**src/rtl/bcd_scan_display.sv**
```systemverilog
// Sequential double-dabble BCD converter feeding a latched, time-multiplexed
// common-anode seven-segment display with blanking, overflow dashes and a letter digit.
module bcd_scan_display #(
  parameter int unsigned DATA_W   = 9,
  parameter int unsigned DIGITS   = 4,
  parameter int unsigned SCAN_DIV = 4,
  parameter int unsigned BLANK_LZ = 1
) (
  input  logic              Clk,
  input  logic              Reset,
  input  logic [DATA_W-1:0] bin_in,
  input  logic              load,
  input  logic              letter_en,
  input  logic [3:0]        letter_in,
  output logic              busy,
  output logic              done,
  output logic [DIGITS-1:0] AN,
  output logic [6:0]        seven_seg
);

  localparam int unsigned BcdW = 4 * DIGITS;
  localparam int unsigned CntW = $clog2(DATA_W + 1);
  localparam int unsigned IdxW = $clog2(DIGITS);
  localparam int unsigned DivW = (SCAN_DIV > 1) ? $clog2(SCAN_DIV) : 1;
  localparam logic [CntW-1:0] CntInit = CntW'(DATA_W);
  localparam logic [CntW-1:0] CntOne  = CntW'(1);
  localparam logic [IdxW-1:0] IdxLast = IdxW'(DIGITS - 1);
  localparam logic [DivW-1:0] DivLast = DivW'(SCAN_DIV - 1);
  localparam logic [6:0] SegDash  = 7'b0111111;
  localparam logic [6:0] SegBlank = 7'h7F;

  function automatic logic [6:0] hex_glyph(input logic [3:0] v);
    logic [6:0] g;
    case (v)
      4'h0: g = 7'h40;  4'h1: g = 7'h79;  4'h2: g = 7'h24;  4'h3: g = 7'h30;
      4'h4: g = 7'h19;  4'h5: g = 7'h12;  4'h6: g = 7'h02;  4'h7: g = 7'h78;
      4'h8: g = 7'h00;  4'h9: g = 7'h10;  4'hA: g = 7'h08;  4'hB: g = 7'h03;
      4'hC: g = 7'h46;  4'hD: g = 7'h21;  4'hE: g = 7'h06;  default: g = 7'h0E;
    endcase
    return g;
  endfunction

  logic [DATA_W-1:0] bin_q;
  logic [BcdW-1:0]   bcd_q, bcd_adj, bcd_next, disp_q;
  logic [CntW-1:0]   cnt_q;
  logic              busy_q, done_q, ovf_q, disp_ovf_q, shift_out;

  // One double-dabble iteration: add-3 correction, then shift in the next binary MSB.
  always_comb begin
    bcd_adj = '0;
    for (int i = 0; i < int'(DIGITS); i++) begin
      bcd_adj[4*i +: 4] = (bcd_q[4*i +: 4] >= 4'd5) ? bcd_q[4*i +: 4] + 4'd3 : bcd_q[4*i +: 4];
    end
    {shift_out, bcd_next} = {bcd_adj, bin_q[DATA_W-1]};
  end

  always_ff @(posedge Clk or posedge Reset) begin
    if (Reset) begin
      bin_q      <= '0;
      bcd_q      <= '0;
      cnt_q      <= '0;
      busy_q     <= 1'b0;
      done_q     <= 1'b0;
      ovf_q      <= 1'b0;
      disp_q     <= '0;
      disp_ovf_q <= 1'b0;
    end else begin
      done_q <= 1'b0;
      if (!busy_q) begin
        if (load) begin
          bin_q  <= bin_in;
          bcd_q  <= '0;
          ovf_q  <= 1'b0;
          cnt_q  <= CntInit;
          busy_q <= 1'b1;
        end
      end else begin
        bcd_q <= bcd_next;
        bin_q <= bin_q << 1;
        ovf_q <= ovf_q | shift_out;
        cnt_q <= cnt_q - 1'b1;
        if (cnt_q == CntOne) begin
          busy_q     <= 1'b0;
          done_q     <= 1'b1;
          disp_q     <= bcd_next;
          disp_ovf_q <= ovf_q | shift_out;
        end
      end
    end
  end

  logic [DivW-1:0]   div_q;
  logic [IdxW-1:0]   idx_q;
  logic [DIGITS-1:0] an_q;
  logic [6:0]        seg_q, seg_sel;
  logic              any_ovf, upper_zero;
  logic [3:0]        cur_nib;

  always_comb begin
    any_ovf    = disp_ovf_q | (letter_en & (disp_q[BcdW-1 -: 4] != 4'd0));
    upper_zero = 1'b1;
    for (int i = 0; i < int'(DIGITS); i++) begin
      if (i >= int'(idx_q) && disp_q[4*i +: 4] != 4'd0) upper_zero = 1'b0;
    end
    cur_nib = disp_q[4*int'(idx_q) +: 4];
    if (letter_en && idx_q == IdxLast) begin
      seg_sel = hex_glyph(letter_in);
    end else if (any_ovf) begin
      seg_sel = SegDash;
    end else if (BLANK_LZ != 0 && idx_q != '0 && upper_zero) begin
      seg_sel = SegBlank;
    end else begin
      seg_sel = hex_glyph(cur_nib);
    end
  end

  // AN and segments are registered together so a digit never shows its neighbour's glyph.
  always_ff @(posedge Clk or posedge Reset) begin
    if (Reset) begin
      div_q <= '0;
      idx_q <= '0;
      an_q  <= '1;
      seg_q <= SegBlank;
    end else if (div_q == DivLast) begin
      div_q <= '0;
      an_q  <= ~({{(DIGITS-1){1'b0}}, 1'b1} << idx_q);
      seg_q <= seg_sel;
      idx_q <= (idx_q == IdxLast) ? '0 : idx_q + 1'b1;
    end else begin
      div_q <= div_q + 1'b1;
    end
  end

  assign busy      = busy_q;
  assign done      = done_q;
  assign AN        = an_q;
  assign seven_seg = seg_q;

endmodule

```
**config.mk**
```make
export PLATFORM = sky130hd
export DESIGN_NAME = bcd_scan_display
export DESIGN_NICKNAME = d
export VERILOG_FILES = /design/src/rtl/bcd_scan_display.sv
export SDC_FILE = /design/constraint.sdc
export NUM_CORES = 1
export LEC_CHECK = 0
export ABC_AREA = 1
export CAP_MARGIN = 20
export CORE_MARGIN = 2
export CORE_UTILIZATION = 30
export CTS_CLUSTER_DIAMETER = 80
export CTS_CLUSTER_SIZE = 20
export DETAILED_ROUTE_END_ITERATION = 16
export HOLD_SLACK_MARGIN = 0.06
export PLACE_DENSITY = 0.49
export REMOVE_ABC_BUFFERS = 1
export SYNTH_ARGS = -nofsm -noshare
export SYNTH_HDL_FRONTEND = slang
export SYNTH_SLANG_ARGS = --single-unit
```
**constraint.sdc**
```tcl
create_clock -name Clk -period 3.7 [get_ports Clk]
set_clock_uncertainty 0.1 [all_clocks]
set_input_delay 1.11 -clock Clk [delete_from_list [all_inputs] [get_ports Clk]]
set_output_delay 1.11 -clock Clk [all_outputs]
set_load 0.05 [all_outputs]
```
---- Word level (Yosys, flattened, before mapping) ----
Memories as Yosys holds them, arrays and structs flattened.
Index checks and enable logic that the tools add are counted.
cells by class
  eq/ne operators ......................... 3
  magnitude comparators ................... 7
  shifts and indexed selects .............. 2
  multiplexer cells ....................... 26
  bitwise gates (word level) .............. 4
  reduce and logical (&&, ||, !) cells .... 12
  add/sub/neg operators ................... 7
operators with widths
  cell                                                                                 count
  16-bit two-way mux                                                                   2
  4-bit two-way mux                                                                    6
  7-bit two-way mux                                                                    3
  9-bit two-way mux                                                                    2
  4-bit by 2-bit adder with 4-bit output, second input constant                        4
  4-bit by 3-bit greater-or-equal comparator with 1-bit output, second input constant  4
  4-bit nonzero test                                                                   4
  16-bit by 5-bit indexed part select with 4-bit output                                1
  1-bit two-way mux                                                                    11
  1-bit logical AND                                                                    5
  2-bit by 1-bit adder with 2-bit output, second input constant                        2
  2-bit equality test, second input constant                                           2
  4-bit by 1-bit equality test with 1-bit output, second input constant                1
  1-bit by 2-bit greater-or-equal comparator with 1-bit output, first input constant   2
  2-bit two-way mux                                                                    2
  4-bit NOT                                                                            1
  2-bit nonzero test                                                                   2
  1-bit by 2-bit << shifter with 4-bit output, first input constant                    1
  4-bit by 1-bit subtractor with 4-bit output, second input constant                   1
  2-bit greater-or-equal comparator, first input constant                              1
  1-bit bitwise OR                                                                     2
  2-bit AND reduction                                                                  1
  1-bit bitwise AND                                                                    1
word-level totals
  input bits .............................. 17
  word-level logic and storage cells ...... 75
  output and inout port bits .............. 13
  register bits ........................... 64
  ROM bits ................................ 224
  memories kept ........................... 2
memories
  name              depth  bits a word  read ports  clocked after memory_dff  write ports  RTL line  source
  (name not given)  16     7            1           0                         0            34        case (v)
  (name not given)  16     7            1           0                         0            34

---- Longest topological paths before layout ----
  depth in word-level cells ............... 10
  gate-level depth with buffers ........... 12
  gate-level depth less buffers ........... 12

---- Least setup slack after synthesis ----
OpenSTA, ideal clock, no wires.
  path type ............................... input-to-reg
  start ................................... input letter_en
  end ..................................... register seg_q[0] (netlist: seven_seg[0])
  path slack .............................. 1.571 ns
  required time ........................... 3.525 ns
  arrival time ............................ 1.954 ns
  library setup time ...................... 0.075 ns
  stages on the path ...................... 9
  buffers on the path ..................... 0
  path through ............................ nand2_1 -> inv_2 -> or2_0 -> a21oi_1 -> nand2_2 -> nor2_1 -> nand3_1 -> nand2_1 -> nand2_1
on the way
  word-level cells in the longest chain between the ends .. 4
  elaborated cells between the ends (all ways) .. 5
  classes of those cells .................. mux (2); bitwise (2); reduce/logical (1)
ends and longest elaborated chain
  what                    RTL line  source
  start: declaration      13        input logic letter_en,
  1-bit bitwise AND       100       any_ovf = disp_ovf_q | (letter_en & (disp_q[BcdW-1 -: 4] != 4'd0));
  1-bit bitwise OR        100
  7-bit two-way mux       108       end else if (any_ovf) begin
  7-bit two-way mux *     106       if (letter_en && idx_q == IdxLast) begin
  end signal: assignment  123       seg_q <= SegBlank;
  end signal: assignment  127       seg_q <= seg_sel;
  end: declaration        95        logic [6:0] seg_q, seg_sel;
Every way passes the cells marked *; elsewhere a longest branch is shown, timed or not.
A chain may end at the register's enable or synchronous reset.

---- Final worst setup path ----
  start ................................... register busy_q (netlist: busy)
  end ..................................... output busy
RTL lines
  what                      RTL line  source
  start: declaration        46        logic busy_q, done_q, ovf_q, disp_ovf_q, shift_out;
  start signal: assignment  62        busy_q <= 1'b0;
  start signal: assignment  75        busy_q <= 1'b1;
  start signal: assignment  83        busy_q <= 1'b0;
  end: declaration          15        output logic busy,
No word-level cell between the ends.

==> results_tabular.tex <==
\begin{tabular}{lr}
\hline
Metric & Value \\
\hline
\multicolumn{2}{l}{\textbf{Timing}} \\
\quad Worst rel slew slack & 51.0\% \\
\quad Hold\_ws & 0.341 ns \\
\quad Tightest Pin Transition & 0.732 ns \\
\quad Setup-failing EPs final & 0 \\
\quad Final number of max-transition violations & 0 \\
\quad Min cycle time layout & between 3 and 4 ns \\
\quad Worst-case setup margin in the final layout & 0.595 ns \\
\quad Share of the clock period used by the worst path after layout & 83.9\% \\
\quad Unrepaired setup endpoints after global routing & false \\
\quad Hold Violations, Final & 0 \\
\quad Setup tns final & 0 ns \\
\quad Highest achievable clock rate & 322 MHz \\
\multicolumn{2}{l}{\textbf{Worst setup path}} \\
\quad Startpoint type of the worst setup path & flop \\
\quad Worst setup EP type & primary output \\
\quad Arrival time of the worst setup path & 1.90 ns \\
\quad Worst-path maximum fanout & 17 \\
\quad Number of buffers and inverters on the critical path & 1 \\
\quad Reg2Reg Launch Point & idx\_q[0] \\
\quad Cell class contributing the biggest share of worst-path delay & buffers and inverters \\
\quad Worst setup path start & busy \\
\quad Worst Setup Path Type & reg -> out \\
\quad Delay contributed by the slowest stage of the critical path & approximately 0.90 ns \\
\quad Critical path cell sequence & clkdlybuf4s50\_1 \\
\quad Req. time, crit path & 2.49 ns \\
\quad Register-to-register setup slack & 1.53 ns \\
\quad Slowest cell on the critical path & sky130\_fd\_sc\_hd\_\_clkdlybuf4s50\_1 \\
\multicolumn{2}{l}{\textbf{Route}} \\
\quad Vias & 2979 \\
\quad Final routed wire length divided by cell count & 12.3 um \\
\quad Count of TritonRoute iterations in the first routing pass & 5 \\
\quad Total routed wirelength & 7750 um \\
\quad Via density per instance & around 4.7 \\
\quad DRC violation total after the first TritonRoute iteration & $\sim$150 \\
\quad Remaining antenna violation count after routing & 0 \\
\quad Drt drc & 0 \\
\multicolumn{2}{l}{\textbf{Place}} \\
\quad HPWL after DPL & 5460 um \\
\quad Dpl cells & 612 \\
\quad Placer Congestion & 0.857 \\
\quad Number of port buffers & 29 \\
\quad Setup WS pre-CTS & just under 0.9 ns \\
\quad Placed standard-cell area & 0.00402 mm\^{}2 \\
\multicolumn{2}{l}{\textbf{Clock network}} \\
\quad CTS Buffer Depth & 2 \\
\quad Clock sink total & 64 \\
\quad Number of buffers inserted during clock tree synthesis & 9 \\
\quad H-tree level count & 3 \\
\quad Post-CTS resize count & 0 \\
\quad Clock network latency to the later pin of the worst-skew pair & 0.33 ns \\
\quad Clk Tree Root Cell & sky130\_fd\_sc\_hd\_\_clkbuf\_16 \\
\quad Number of buffers inserted by hold repair at cts & 0 \\
\quad Setup bufs post-CTS & 0 \\
\quad TritonCTS clock tree & done \\
\quad Clk pin slew, worst setup/hold paths & 0.05 ns \\
\multicolumn{2}{l}{\textbf{Pwr}} \\
\quad Cell internal power dissipation & 1.97 mW \\
\quad Peak supply drop & 0.357 mV \\
\quad Combinational share of power & 41.9\% \\
\quad Psw & about 1.4 mW \\
\quad Static Leak & around 2 nW \\
\quad Proportion of total power due to net switching & 41.8\% \\
\quad Total power & 3.39 mW \\
\quad Cell area power density & 788 mW/mm\^{}2 \\
\quad Part of the total power dissipated in the clock network & 22.8\% \\
\quad Sequential Power Share & 35.3\% \\
\multicolumn{2}{l}{\textbf{Worst hold path}} \\
\quad Startpoint of the worst hold path & div\_q[0] \\
\quad Tightest Hold Check Type & reg -> reg \\
\multicolumn{2}{l}{\textbf{Cells and area}} \\
\quad End-of-flow core utilization & 37.2\% \\
\quad Area added between synthesis and finish & 19.6\% \\
\quad Final Cell Area & between 0.004 and 0.005 mm\^{}2 \\
\quad Number of non-filler instances in the completed layout & 628 \\
\quad \# diodes & 0 \\
\quad Fraction of layout instances using a drive strength above 1 & 8.87\% \\
\quad Final-stage net count & between 500 and 600 \\
\multicolumn{2}{l}{\textbf{Die}} \\
\quad Die X & 113 um \\
\quad IO Pins & 30 \\
\quad Vertical die dimension & 113 um \\
\quad Area of the die & around 0.013 mm\^{}2 \\
\quad Starting Density & 31.1\% \\
\quad Floorplan Core Area & 0.0116 mm\^{}2 \\
\quad Floorplan row count & 39 \\
\multicolumn{2}{l}{\textbf{Global routing}} \\
\quad Global-route wire length before repair & roughly 14000 um \\
\quad Via count of the first global-routing pass & about 2900 \\
\quad Largest net degree at the start of global routing & 65 \\
\quad Met1 routing resource usage after global routing & 17.4\% \\
\quad Most heavily used metal layer in global routing & met2 \\
\quad Global routing usage summed across all routing layers & 13.1\% \\
\quad Number of antenna violations at the first check in global routing & 0 \\
\quad Global routing met2 resource utilization & 20.8\% \\
\quad Overall overflow remaining after global route & 0 \\
\quad Met3 Use GR & around 3.5\% \\
\multicolumn{2}{l}{\textbf{Synthesis}} \\
\quad Sequential-to-total area share from yosys stat & 45.0\% \\
\quad Area of the mapped netlist & roughly 0.0036 mm\^{}2 \\
\quad Gate count of the mapped netlist & $\sim$450 \\
\quad Warnings, synthesis & 0 \\
\quad Synth Register Bits & 64 \\
\quad Number of distinct library cells after synthesis & 33 \\
\quad Syn\_area\_per\_cell & $\sim$8 um\^{}2 \\
\multicolumn{2}{l}{\textbf{Job}} \\
\quad Number of maximum-capacitance constraint violations & 0 \\
\multicolumn{2}{l}{\textbf{Outcome}} \\
\quad Run status & finished, final reports clean \\
\hline
\end{tabular}
==> placed cells by master, fill, tap and decap left out, types with 2 or more instances in the layout <==
master and count:
sky130_fd_sc_hd__o211ai_1 2, sky130_fd_sc_hd__dfstp_2 11, sky130_fd_sc_hd__inv_2 6, sky130_fd_sc_hd__clkbuf_16 9, sky130_fd_sc_hd__o21ai_1 2, sky130_fd_sc_hd__nor2_1 24, sky130_fd_sc_hd__clkinv_1 3, sky130_fd_sc_hd__clkdlybuf4s50_1 29
sky130_fd_sc_hd__inv_1 40, sky130_fd_sc_hd__or2_2 2, sky130_fd_sc_hd__clkinv_2 2, sky130_fd_sc_hd__dfrtp_1 53, sky130_fd_sc_hd__nand3_1 38, sky130_fd_sc_hd__xor2_1 5, sky130_fd_sc_hd__a211oi_1 2, sky130_fd_sc_hd__clkinvlp_4 3
sky130_fd_sc_hd__a31oi_1 3, sky130_fd_sc_hd__a21oi_1 11, sky130_fd_sc_hd__nand2_1 133, sky130_fd_sc_hd__o21ai_0 47, sky130_fd_sc_hd__o22ai_1 17, sky130_fd_sc_hd__ha_1 28, sky130_fd_sc_hd__nand2_2 2
==> flip-flops by register name, summed over array words and instances, names as in the netlist <==
register    cells
AN              4
bcd_q          16
bin_q           9
busy            1
cnt_q           4
disp_ovf_q      1
disp_q         16
div_q           2
done            1
idx_q           2
ovf_q           1
seven_seg       7
==> synth_stat cells, drive strengths merged <==
| library cell | number | share of area, % |
|---|---|---|
| dfrtp | 53 | 37 |
| nor3 | 1 | 0.28 |
| a21oi | 11 | 1.5 |
| inv | 47 | 5.0 |
| dfstp | 11 | 8.0 |
| nand3 | 39 | 5.6 |
| o21ai | 49 | 6.8 |
| buf | 9 | 1.5 |
| nor2 | 25 | 2.7 |
| a31oi | 3 | 0.52 |
| o211ai | 2 | 0.42 |
| ha | 28 | 9.8 |
| nand2 | 136 | 15 |
| nand4 | 1 | 0.17 |
| xor2 | 5 | 1.2 |
| a211oi | 2 | 0.42 |
| o22ai | 17 | 3.0 |
| a22o | 1 | 0.24 |
| clkbuf | 4 | 0.42 |
| or2 | 4 | 0.70 |
| clkinv | 3 | 0.31 |
==> final cells by class <==
cell class | count | area [um^2]
flip-flops and latches | 64 | 1620
clock buffers | 11 | 243
repair buffers | 31 | 318
inverters | 50 | 190
clock inverters | 5 | 32.5
fillers | 1220 | 7270
multi-input cells | 324 | 1720
well taps | 143 | 179
==> final timing paths <==
path	cells past startpoint	to
max in group asynchronous	3	AN[2]
hold / removal	1	div_q[0]
hold reg to reg	1	div_q[0]
setup / recovery	1	busy
min in group asynchronous	3	div_q[1]
setup reg to reg	11	seven_seg[2]
==> cell families after synthesis <==
| logic type | synth area share (%) |
|---|---|
| xor+xnor | 1.22 |
| flops | 45.0 |
| compound gates | 12.9 |
| buf+inv | 7.18 |
| fa+ha+maj | 9.75 |
| simple gates | 24.0 |
==> power groups by stage <==
stage	logic (mW)	registers (mW)	clock network, mW
6_report	1.42	1.19	0.773
5_1_grt	1.64	1.23	0.837
4_1_cts	1.43	1.19	0.803
3_5_place_dp	1.43	1.20	0
3_3_place_gp	1.40	1.20	0
2_1_floorplan	0.958	1.27	0
==> layer usage <==
layer / routed length [um] / up-vias
met5: 0 / -
met4: 119 / 0
met3: 283 / 11
met2: 3530 / 61
met1: 3810 / 1380
li1: - / 1527
Note: power is estimated with default switching activity, not from simulation.
